--- config.mk ---
export PLATFORM = sky130hd
export DESIGN_NAME = button_conditioner
export DESIGN_NICKNAME = d
export VERILOG_FILES = /design/src/rtl/button_pkg.sv /design/src/rtl/button_channel.sv /design/src/rtl/button_conditioner.sv
export SDC_FILE = /design/constraint.sdc
export NUM_CORES = 1
export LEC_CHECK = 0
export CORE_ASPECT_RATIO = 1.2
export CORE_MARGIN = 5
export CORE_UTILIZATION = 51
export CTS_CLUSTER_DIAMETER = 100
export DETAILED_ROUTE_END_ITERATION = 10
export PLACE_DENSITY_LB_ADDON = 0.2
export SYNTH_ARGS = -nofsm -noshare
export SYNTH_HDL_FRONTEND = slang
export SYNTH_SLANG_ARGS = --single-unit
--- constraint.sdc ---
create_clock -name clk -period 1.7 [get_ports clk]
set_clock_uncertainty 0.1 [all_clocks]
set_input_delay 0.17 -clock clk [delete_from_list [all_inputs] [get_ports clk]]
set_output_delay 0.17 -clock clk [all_outputs]
set_load 0.005 [all_outputs]
--- src/rtl/button_pkg.sv ---
//------------------------------------------------------------------------------
// button_pkg
// Shared types and elaboration-time helpers for the pushbutton front end.
//   rpt_state_t  : auto-repeat FSM states (IDLE, HOLD, REPEAT)
//   countWidth() : bits needed to hold a counter value in 0..maxValue
//   maxOf()      : larger of two integers, used to size a shared counter
//------------------------------------------------------------------------------
package button_pkg;

   typedef enum logic [1:0] {
      IDLE   = 2'd0,   // button not held (debounced level low)
      HOLD   = 2'd1,   // held, waiting out the initial repeat delay
      REPEAT = 2'd2    // held, issuing repeat ticks at the repeat rate
   } rpt_state_t;

   // Width of a counter that must be able to hold every value 0..maxValue.
   // Never returns less than one bit so degenerate parameters still elaborate.
   function automatic int countWidth(input int maxValue);
      if (maxValue < 1) begin
         return 1;
      end
      return $clog2(maxValue + 1);
   endfunction

   function automatic int maxOf(input int a, input int b);
      return (a > b) ? a : b;
   endfunction

endpackage

--- src/rtl/button_channel.sv ---
//------------------------------------------------------------------------------
// button_channel
// One pushbutton channel: synchroniser chain, counter debouncer and an
// auto-repeat FSM producing single-cycle press / release pulses.
//
// Ports
//   clk        : system clock
//   reset      : synchronous active-high reset
//   btnIn      : raw asynchronous button level (1 = pressed)
//   repeatEn   : auto-repeat enable for this channel (synchronous)
//   btnLevel   : debounced button level (registered)
//   btnPress   : one-cycle pulse on accepted press and on each repeat tick
//   btnRelease : one-cycle pulse on accepted release
//------------------------------------------------------------------------------
module button_channel
   import button_pkg::*;
#(
   parameter int SYNC_STAGES     = 2,
   parameter int DEBOUNCE_CYCLES = 4,
   parameter int REPEAT_DELAY    = 8,
   parameter int REPEAT_RATE     = 4
) (
   input  logic clk,
   input  logic reset,
   input  logic btnIn,
   input  logic repeatEn,
   output logic btnLevel,
   output logic btnPress,
   output logic btnRelease
);

   // Debounce counter counts 0..DEBOUNCE_CYCLES-1 before the level flips.
   localparam int DB_W = countWidth(DEBOUNCE_CYCLES);
   localparam logic [DB_W-1:0] DB_LAST = DB_W'(DEBOUNCE_CYCLES - 1);

   // One repeat counter serves both the initial delay and the repeat rate.
   localparam int RPT_W = countWidth(maxOf(REPEAT_DELAY, REPEAT_RATE));
   localparam logic [RPT_W-1:0] DELAY_LAST = RPT_W'(REPEAT_DELAY - 1);
   localparam logic [RPT_W-1:0] RATE_LAST  = RPT_W'(REPEAT_RATE - 1);

   //---------------------------------------------------------------------------
   // Synchroniser: plain shift chain, oldest sample is the synchronised bit.
   //---------------------------------------------------------------------------
   logic [SYNC_STAGES-1:0] syncReg;
   logic                   syncBit;

   always_ff @(posedge clk) begin
      if (reset) begin
         syncReg <= '0;
      end else begin
         syncReg <= {syncReg[SYNC_STAGES-2:0], btnIn};
      end
   end

   assign syncBit = syncReg[SYNC_STAGES-1];

   //---------------------------------------------------------------------------
   // Debouncer: the level only flips after DEBOUNCE_CYCLES consecutive
   // mismatching samples; any matching sample restarts the count, so a
   // glitch shorter than that never reaches the level.
   //---------------------------------------------------------------------------
   logic [DB_W-1:0] dbCntReg;
   logic [DB_W-1:0] dbCntNext;
   logic            levelReg;
   logic            levelNext;

   always_comb begin
      levelNext = levelReg;
      dbCntNext = '0;
      if (syncBit != levelReg) begin
         if (dbCntReg == DB_LAST) begin
            levelNext = ~levelReg;
         end else begin
            dbCntNext = dbCntReg + DB_W'(1);
         end
      end
   end

   // Edges are taken from the next-state level so the pulses land in the
   // same cycle the registered level changes.
   logic levelRise;
   logic levelFall;

   assign levelRise = levelNext & ~levelReg;
   assign levelFall = ~levelNext & levelReg;

   //---------------------------------------------------------------------------
   // Auto-repeat FSM
   //---------------------------------------------------------------------------
   rpt_state_t       stateReg;
   rpt_state_t       stateNext;
   logic [RPT_W-1:0] rcntReg;
   logic [RPT_W-1:0] rcntNext;
   logic             pressReg;
   logic             pressNext;
   logic             releaseReg;
   logic             releaseNext;

   always_ff @(posedge clk) begin
      if (reset) begin
         dbCntReg   <= '0;
         levelReg   <= 1'b0;
         stateReg   <= IDLE;
         rcntReg    <= '0;
         pressReg   <= 1'b0;
         releaseReg <= 1'b0;
      end else begin
         dbCntReg   <= dbCntNext;
         levelReg   <= levelNext;
         stateReg   <= stateNext;
         rcntReg    <= rcntNext;
         pressReg   <= pressNext;
         releaseReg <= releaseNext;
      end
   end

   always_comb begin
      stateNext   = stateReg;
      rcntNext    = rcntReg;
      pressNext   = 1'b0;
      releaseNext = 1'b0;

      if (levelFall) begin
         // A release overrides any repeat tick that would fall on this cycle.
         releaseNext = 1'b1;
         stateNext   = IDLE;
         rcntNext    = '0;
      end else begin
         unique case (stateReg)
            IDLE: begin
               rcntNext = '0;
               if (levelRise) begin
                  pressNext = 1'b1;
                  stateNext = HOLD;
               end
            end

            HOLD: begin
               if (!repeatEn) begin
                  // Paused: re-enabling restarts the full delay.
                  rcntNext = '0;
               end else if (rcntReg == DELAY_LAST) begin
                  pressNext = 1'b1;
                  rcntNext  = '0;
                  stateNext = REPEAT;
               end else begin
                  rcntNext = rcntReg + RPT_W'(1);
               end
            end

            REPEAT: begin
               if (!repeatEn) begin
                  rcntNext = '0;
               end else if (rcntReg == RATE_LAST) begin
                  pressNext = 1'b1;
                  rcntNext  = '0;
               end else begin
                  rcntNext = rcntReg + RPT_W'(1);
               end
            end

            default: begin
               stateNext = IDLE;
               rcntNext  = '0;
            end
         endcase
      end
   end

   assign btnLevel   = levelReg;
   assign btnPress   = pressReg;
   assign btnRelease = releaseReg;

endmodule

--- src/rtl/button_conditioner.sv ---
//------------------------------------------------------------------------------
// button_conditioner
// N-channel pushbutton front end. Each channel is synchronised, debounced and
// optionally auto-repeated independently; pulses are suitable as clock
// enables for downstream logic on the same clock.
//
// Ports
//   clk         : system clock
//   reset       : synchronous active-high reset
//   btn_in      : raw asynchronous button levels, 1 = pressed   [NUM_BTNS]
//   repeat_en   : per-channel auto-repeat enable                [NUM_BTNS]
//   btn_level   : debounced button levels                       [NUM_BTNS]
//   btn_press   : one-cycle press / repeat-tick pulses          [NUM_BTNS]
//   btn_release : one-cycle release pulses                      [NUM_BTNS]
//   any_press   : OR of btn_press
//------------------------------------------------------------------------------
module button_conditioner
   import button_pkg::*;
#(
   parameter int NUM_BTNS        = 3,
   parameter int SYNC_STAGES     = 2,
   parameter int DEBOUNCE_CYCLES = 4,
   parameter int REPEAT_DELAY    = 8,
   parameter int REPEAT_RATE     = 4
) (
   input  logic                clk,
   input  logic                reset,
   input  logic [NUM_BTNS-1:0] btn_in,
   input  logic [NUM_BTNS-1:0] repeat_en,
   output logic [NUM_BTNS-1:0] btn_level,
   output logic [NUM_BTNS-1:0] btn_press,
   output logic [NUM_BTNS-1:0] btn_release,
   output logic                any_press
);

   generate
      for (genvar gi = 0; gi < NUM_BTNS; gi++) begin : gChannel
         button_channel #(
            .SYNC_STAGES     (SYNC_STAGES),
            .DEBOUNCE_CYCLES (DEBOUNCE_CYCLES),
            .REPEAT_DELAY    (REPEAT_DELAY),
            .REPEAT_RATE     (REPEAT_RATE)
         ) uChannel (
            .clk        (clk),
            .reset      (reset),
            .btnIn      (btn_in[gi]),
            .repeatEn   (repeat_en[gi]),
            .btnLevel   (btn_level[gi]),
            .btnPress   (btn_press[gi]),
            .btnRelease (btn_release[gi])
         );
      end
   endgenerate

   // Pure reduction of flop outputs, so it is as clean as btn_press itself.
   assign any_press = |btn_press;

endmodule

==> metrics, run 1 <==
Final Max Tran Viols=0; HPWL Detailed=~2500 µm; initial DRC count=~110; CTS Sinks=between 40 and 50; final hold violation count=0; min Tclk post-route=1.675 ns; hold_sp=btn_in[1]; Ant. Diodes=0; hold slack=between 0.3 and 0.4 ns; Vias=1,488; Post-Syn Instances=around 220; cell accounting for the most synthesized area=dfxtp_1; Avg Cell Area, Syn=between 9 and 10 µm²; total track usage=13.87%; Tightest Hold Check Type=input pin to flop; Fillers=330; synth warn=0; r2r setup slk=between 0.02 and 0.03 ns; Sequential Area=~850 µm²; ratio of cells with drive above 1 in the final layout=between 10% and 20%; most frequent cells in the layout=38 x dfxtp_1, 28 x nor2_1, 17 x inv_1; FF-to-FF path depth=6; initial antenna violation count=0; Distinct cells, synth=37; hold_buf cts=0; # DRC=0; initial core utilization=between 50% and 60%; fmax=around 0.60 GHz; Rel. slew slack=between 80% and 90%; Netlist Area Pre-Place=0.002032 mm²; Max VDD drop=approximately 0.7 mV; First-pass DRT Iterations=4; Cell Rows=25; CTS tree=done; port bufs=17; Worst R2R End=gChannel[0].uChannel.rcntReg[1]; flops & latches, synth=42; register area share after synthesis=between 40 and 50%; Worst Hold End=gChannel[1].uChannel.syncReg[0]; area of the multi-input gates=roughly 0.0011 mm²; Die Ht=79.15 µm; first-pass GRT wire length=about 5600 µm; max-cap violations=0; CTS Buf Count=5; Root Buffer=clkbuf_8; Die ar.=0.005352 mm²; endpoint class of the critical path=flop; status=complete, no violations; Pleak=between 0.9 and 1 nW; synth top area cells=dfxtp_1 41%, ha_1 14%, nor2_1 5.5%; Clock Path Buffers=2; setup TNS=0 ns; Post-DRT Antenna Nets=0; pin count of the biggest net entering global routing=14; crit path max fanout=3; Area growth, synth to finish=22.78%; vias per inst=5.027; Final setup viols=0; cell count of the worst hold path=2; Core Footprint=around 0.004 mm²; clk_lat worst skew=around 0.29 ns; Critical Path RT=1.83 ns; FF-to-FF Start=gChannel[0].uChannel.dbCntReg[0]; gr ovfl total=0; commonest non-fill, non-tap cell in the layout=dfxtp_1; vias in the first global route=about 1,300; Die Width=between 60 and 70 µm; share of the synthesized area in the top cell type=~41%; fin nets=271; Final GP Congestion=roughly 0.82; post-DR wirelength/cell=around 12 µm; Final Cycle Share=between 90% and 100%; crit path launch type=flop; Worst EP arrival=approximately 1.8 ns; power density over cell area=905.0 mW/mm²; Worst-Margin Slew=roughly 0.27 ns; WL final=between 3000 and 4000 µm; Mapped Nets=246; Design Power=~2.3 mW; Worst-path clk slew=~0.080 ns; RSZ-0062 raised after global routing=yes; H-Tree Depth=2; num ports=18; kind of critical path=flop to flop
-- worst max-delay path by stage --
stage / start / to / slack (ns)
after detailed placement: gChannel[2].uChannel.dbCntReg[0] / gChannel[2].uChannel.stateReg[0] / -0.04
after CTS: gChannel[0].uChannel.dbCntReg[0] / gChannel[0].uChannel.rcntReg[0] / 0.006
final: gChannel[0].uChannel.dbCntReg[0] / gChannel[0].uChannel.rcntReg[1] / 0.03
after floorplan: gChannel[0].uChannel.dbCntReg[0] / gChannel[0].uChannel.rcntReg[3] / 0.006
after global placement: gChannel[1].uChannel.dbCntReg[0] / gChannel[1].uChannel.stateReg[0] / -0.01
after global routing: gChannel[0].uChannel.dbCntReg[0] / gChannel[0].uChannel.rcntReg[1] / -0.04
-- cell usage after synthesis (all sizes together) --
master and instances:
or4b 1, or2 1, or3 4, o21ai 4, nand4 1, clkbuf 2
dfxtp 42, nor2b 9, a221o 1, nor2 32, inv 17, a211oi 3
ha 22, a311o 1, nor4b 1, o211a 1, o21a 3, nand2b 4
o221ai 1, a221oi 2, xor2 6, a21oi 7, nor3 5, buf 11
or3b 2, nor4 2, nand2 6, xnor2 6, and3b 2, mux2i 4
nand3b 6, nand4b 4, nand3 3
-- cells by family (layout without fill, tap and decap cells) --
family / Yosys count / in the layout / share of synthesized area (%)
multiplexers: 4 / 4 / 1.971
XOR/XNOR: 12 / 12 / 5.172
AND/OR/NAND/NOR: 83 / 83 / 22.91
buffers and inverters: 30 / 56 / 7.327
flip-flops: 42 / 42 / 41.38
adder cells (fa/ha/maj): 22 / 22 / 13.55
AO/OA/AOI/OAI: 23 / 23 / 7.697
-- routing by layer --
metal / wire, µm / vias up / part of all wire [%] / GRT usage, %
li1: - / 769 / - / -
met1: 1524 / 686 / 44 / 15.29
met2: 1698 / 23 / 49 / 22.98
met3: 139 / 10 / 4.0 / 4.809
met4: 104 / 0 / 3.0 / 7.099
met5: 0 / - / 0 / 0
-- state kept, by name (all words and copies together) (netlist names) --
register and cells:
gChannel.uChannel.btnRelease 3, gChannel.uChannel.dbCntReg 9, gChannel.uChannel.stateReg 6, gChannel.uChannel.rcntReg 12, gChannel.uChannel.btnPress 3, gChannel.uChannel.syncReg 6, gChannel.uChannel.btnLevel 3
-- worst max-delay path, cell delays in order, from the launching register on --
cell,delay [ns]
dfxtp_2,0.34
ha_4,0.16
ha_4,0.15
and3b_4,0.19
nor2_4,0.08
or4b_4,0.49
nor2_2,0.11
-- where the power goes --
part	internal, mW	switching, mW
combinational	0.243	0.269
clock	0.326	0.331
sequential	1.04	0.0533
total	1.60	0.653
-- timing repair --
item / in CTS / in global routing
buffers inserted: 2 / 1
endpoints found under the setup margin: 9 / 11
pin swaps: 5 / 9
gates resized for setup: 9 / 14
-- final cells by class --
cell class	instances	share of cell area [%]
Clock buffer	6	3.310
Clock inverter	2	0.5015
Inverter	17	2.558
Multi-Input combinational cell	144	46.04
Sequential cell	42	33.90
Tap cell	54	2.708
Timing Repair Buffer	31	10.98
-- per-stage QoR --
stage	setup WS, ns	util, %	instance area [µm²]	std cells
after global routing	-0.04162	63.81	2495	296
after detailed placement	-0.04332	58.05	2270	285
after global placement	-0.01206	58.05	2270	285
after floorplan	0.005535	-	2034	216
after CTS	0.005537	62.05	2426	295
final	0.02538	63.81	2495	296
(Power assumes the default switching activity.)
==> inputs of run 2 (changes only) <==
--- a/config.mk
+++ b/config.mk
@@ -5,8 +5,9 @@
 export SDC_FILE = /design/constraint.sdc
 export NUM_CORES = 1
 export LEC_CHECK = 0
+export CAP_MARGIN = 25
 export CORE_ASPECT_RATIO = 1.2
-export CORE_MARGIN = 5
+export CORE_MARGIN = 1.5
 export CORE_UTILIZATION = 51
 export CTS_CLUSTER_DIAMETER = 100
 export DETAILED_ROUTE_END_ITERATION = 10
==> run 2 against run 1 <==
Effect of this change:
- worst hold slack worse by 0.017 ns
- power is 5.0% higher
- via count is 1.7% lower
- worst setup slack better by 0.0026 ns
- wire length is 3.3% lower
- highest routed layer unchanged
- fmax is 0.16% higher
- non-clock buffer count is 4 lower
- critical path depth stayed put
- core utilization is 2.7 points higher
- sequential power hardly changed
- first-iteration DRC count is 62% lower
==> metrics, run 2 (synthesized netlist as in run 1, its figures left out) <==
crit path launch type=flop (unchanged); commonest non-fill, non-tap cell in the layout=dfxtp_1 (unchanged); r2r setup slk=0.03 ns (about the same); crit path max fanout=3 (unchanged); Die ar.=0.004373 mm² (was 0.005352 mm²); FF-to-FF Start=gChannel[0].uChannel.dbCntReg[0] (unchanged); First-pass DRT Iterations=4 (unchanged); Pleak=0.9501 nW (was 0.9503 nW); vias per inst=5.041 (was 5.027); Worst Hold End=gChannel[2].uChannel.dbCntReg[0] (was gChannel[1].uChannel.syncReg[0]); Critical Path RT=1.85 ns (was 1.83 ns); pin count of the biggest net entering global routing=13 (was 14); initial core utilization=54.57% (was 51.97%); CTS Sinks=42 (unchanged); Area growth, synth to finish=21.80% (was 22.78%); Tightest Hold Check Type=flop to flop (was input pin to flop); Final Util=66.47% (was 63.81%); Cell Rows=24 (was 25); Vias=1,462 (was 1,488); hold_buf cts=0 (unchanged); Top Registers=gChannel.uChannel.rcntReg (12), gChannel.uChannel.dbCntReg (9) (unchanged); Worst EP arrival=1.82 ns (was 1.81 ns); # DRC=0 (unchanged); Final Cycle Share=98.35% (was 98.51%); clk_lat worst skew=0.30 ns (was 0.29 ns); Final Max Tran Viols=0 (unchanged); num ports=18 (unchanged); WL final=3350 µm (was 3466 µm); hold_sp=gChannel[2].uChannel.dbCntReg[0] (was btn_in[1]); most frequent cells in the layout=36 x dfxtp_1, 29 x nor2_1, 17 x inv_1 (was 38 x dfxtp_1, 28 x nor2_1, 17 x inv_1); power share of the clock group=32.8% (was 29.1%); Comb pwr share=21.4% (was 22.7%); Ant. Diodes=0 (unchanged); ratio of cells with drive above 1 in the final layout=18.07% (was 19.01%); FF-to-FF path depth=6 (unchanged); crit-path most repeated cell=ha_4 (unchanged); Die Ht=72.15 µm (was 79.15 µm); power density over cell area=958.3 mW/mm² (was 905.0 mW/mm²); Post-DRT Antenna Nets=0 (unchanged); initial DRC count=42 (was 111); max-cap violations=0 (unchanged); Sequential Area=848.3 µm² (was 845.8 µm²); final hold violation count=0 (unchanged); Int Pwr=1.715 mW (was 1.604 mW); fin nets=267 (was 271); total track usage=16.92% (was 13.87%); sequence of cells on the critical path=ha_4, ha_4, and3b_4, nor2_4, or4b_4, nor2_1 (was ha_4, ha_4, and3b_4, nor2_4, or4b_4, nor2_2); crit-path leading delay family=simple AND/OR/NAND/NOR gates (unchanged); Fillers=329 (was 330); status=complete, no violations (unchanged); dpl ws=-0.02088 ns (was -0.04332 ns); Worst R2R End=gChannel[0].uChannel.rcntReg[1] (unchanged); vias in the first global route=1,333 (was 1,314); Seq pwr share=45.8% (was 48.2%); Worst-path clk slew=0.08 ns (about the same); Design Power=2.372 mW (was 2.258 mW); Final setup viols=0 (unchanged); gr ovfl total=0 (unchanged); setup TNS=0 ns (unchanged); Max VDD drop=0.7021 mV (was 0.7024 mV); Psw=0.6563 mW (was 0.6534 mW); max reg flops=12 (unchanged); HPWL Detailed=2362 µm (was 2493 µm); Worst-Margin Slew=0.3008 ns (was 0.2722 ns); CTS Buf Count=5 (unchanged); sw frac=27.67% (was 28.94%); first-pass GRT wire length=5492 µm (was 5602 µm); final worst slack=0.02801 ns (was 0.02538 ns); CP peak stage delay=0.49 ns (about the same); CTS tree=done (unchanged); cell count of the worst hold path=1 (was 2); Root Buffer=clkbuf_8 (unchanged); Rel. slew slack=79.95% (was 81.60%); Critical path buffers and inverters=0 (unchanged); Clock Path Buffers=2 (unchanged); Worst path slowest cell=or4b_4 (unchanged); Final GP Congestion=0.7876 (was 0.8238); H-Tree Depth=2 (unchanged); port bufs=17 (unchanged); RSZ-0062 raised after global routing=yes (unchanged); Largest Register=gChannel.uChannel.rcntReg (unchanged); area of the multi-input gates=0.001144 mm² (was 0.001149 mm²); initial antenna violation count=0 (unchanged); kind of critical path=flop to flop (unchanged); endpoint class of the critical path=flop (unchanged); Die Width=60.62 µm (was 67.62 µm); fmax=0.5981 GHz (was 0.5972 GHz); post-DR wirelength/cell=11.55 µm (was 11.71 µm); Core Footprint=0.003724 mm² (was 0.003910 mm²); min Tclk post-route=1.672 ns (was 1.675 ns)
==> run 2: worst register-to-register path, stage by stage, from the launching register on <==
cell     delay [ns]
dfxtp_2        0.34
ha_4           0.16
ha_4           0.16
and3b_4        0.20
nor2_4         0.08
or4b_4         0.49
nor2_1         0.09
==> run 2: layout make-up <==
class / instances / area share, %
flip-flops and latches: 42 / 34.28
clock buffers: 7 / 3.084
clock inverters: 1 / 1.213
multi-input cells: 144 / 46.21
inverters: 17 / 2.578
repair buffers: 27 / 10.01
well taps: 52 / 2.629
==> run 2: how the worst max path moves through the flow <==
stage	startpoint	end	slack, ns	depth (start not counted)
after detailed placement	gChannel[1].uChannel.dbCntReg[0]	gChannel[1].uChannel.stateReg[0]	-0.02	6
after CTS	gChannel[1].uChannel.btnPress	any_press	0.002	2
after global placement	gChannel[1].uChannel.dbCntReg[0]	gChannel[1].uChannel.stateReg[0]	0.01	6
final	gChannel[0].uChannel.dbCntReg[0]	gChannel[0].uChannel.rcntReg[1]	0.03	6
after global routing	gChannel[0].uChannel.dbCntReg[0]	gChannel[0].uChannel.rcntReg[1]	-0.03	6
after floorplan	gChannel[0].uChannel.dbCntReg[0]	gChannel[0].uChannel.rcntReg[3]	0.006	6
==> run 2: power groups by stage <==
stage / Sequential, mW / Combinational (mW) / Clock [mW]
after floorplan: 1.09 / 0.359 / 0
after global placement: 1.11 / 0.437 / 0
after detailed placement: 1.11 / 0.453 / 0
after CTS: 1.09 / 0.492 / 0.788
after global routing: 1.10 / 0.580 / 0.825
final: 1.09 / 0.508 / 0.777
==> run 2: through the flow <==
stage	instances	area, µm²	hold slack [ns]
2_1_floorplan	216	2034	0.1982
3_3_place_gp	282	2260	0.3053
3_5_place_dp	282	2260	0.3168
4_1_cts	290	2407	0.3075
5_1_grt	290	2475	0.3140
6_report	290	2475	0.3068
==> run 2: repair_timing <==
item | 4_1_cts | 5_1_grt
setup buffers | 0 | 0
pin swaps | 3 | 7
setup endpoints to repair | 7 | 17
gates cloned | 0 | 0
gates resized for setup | 7 | 18
==> run 2: metal layers <==
layer,vias up,wire length [µm],global-route usage (%)
met1,674,1530,19.93
met4,0,80,10.87
met5,-,0,0
met3,8,135,4.278
met2,22,1604,26.76
li1,758,-,-
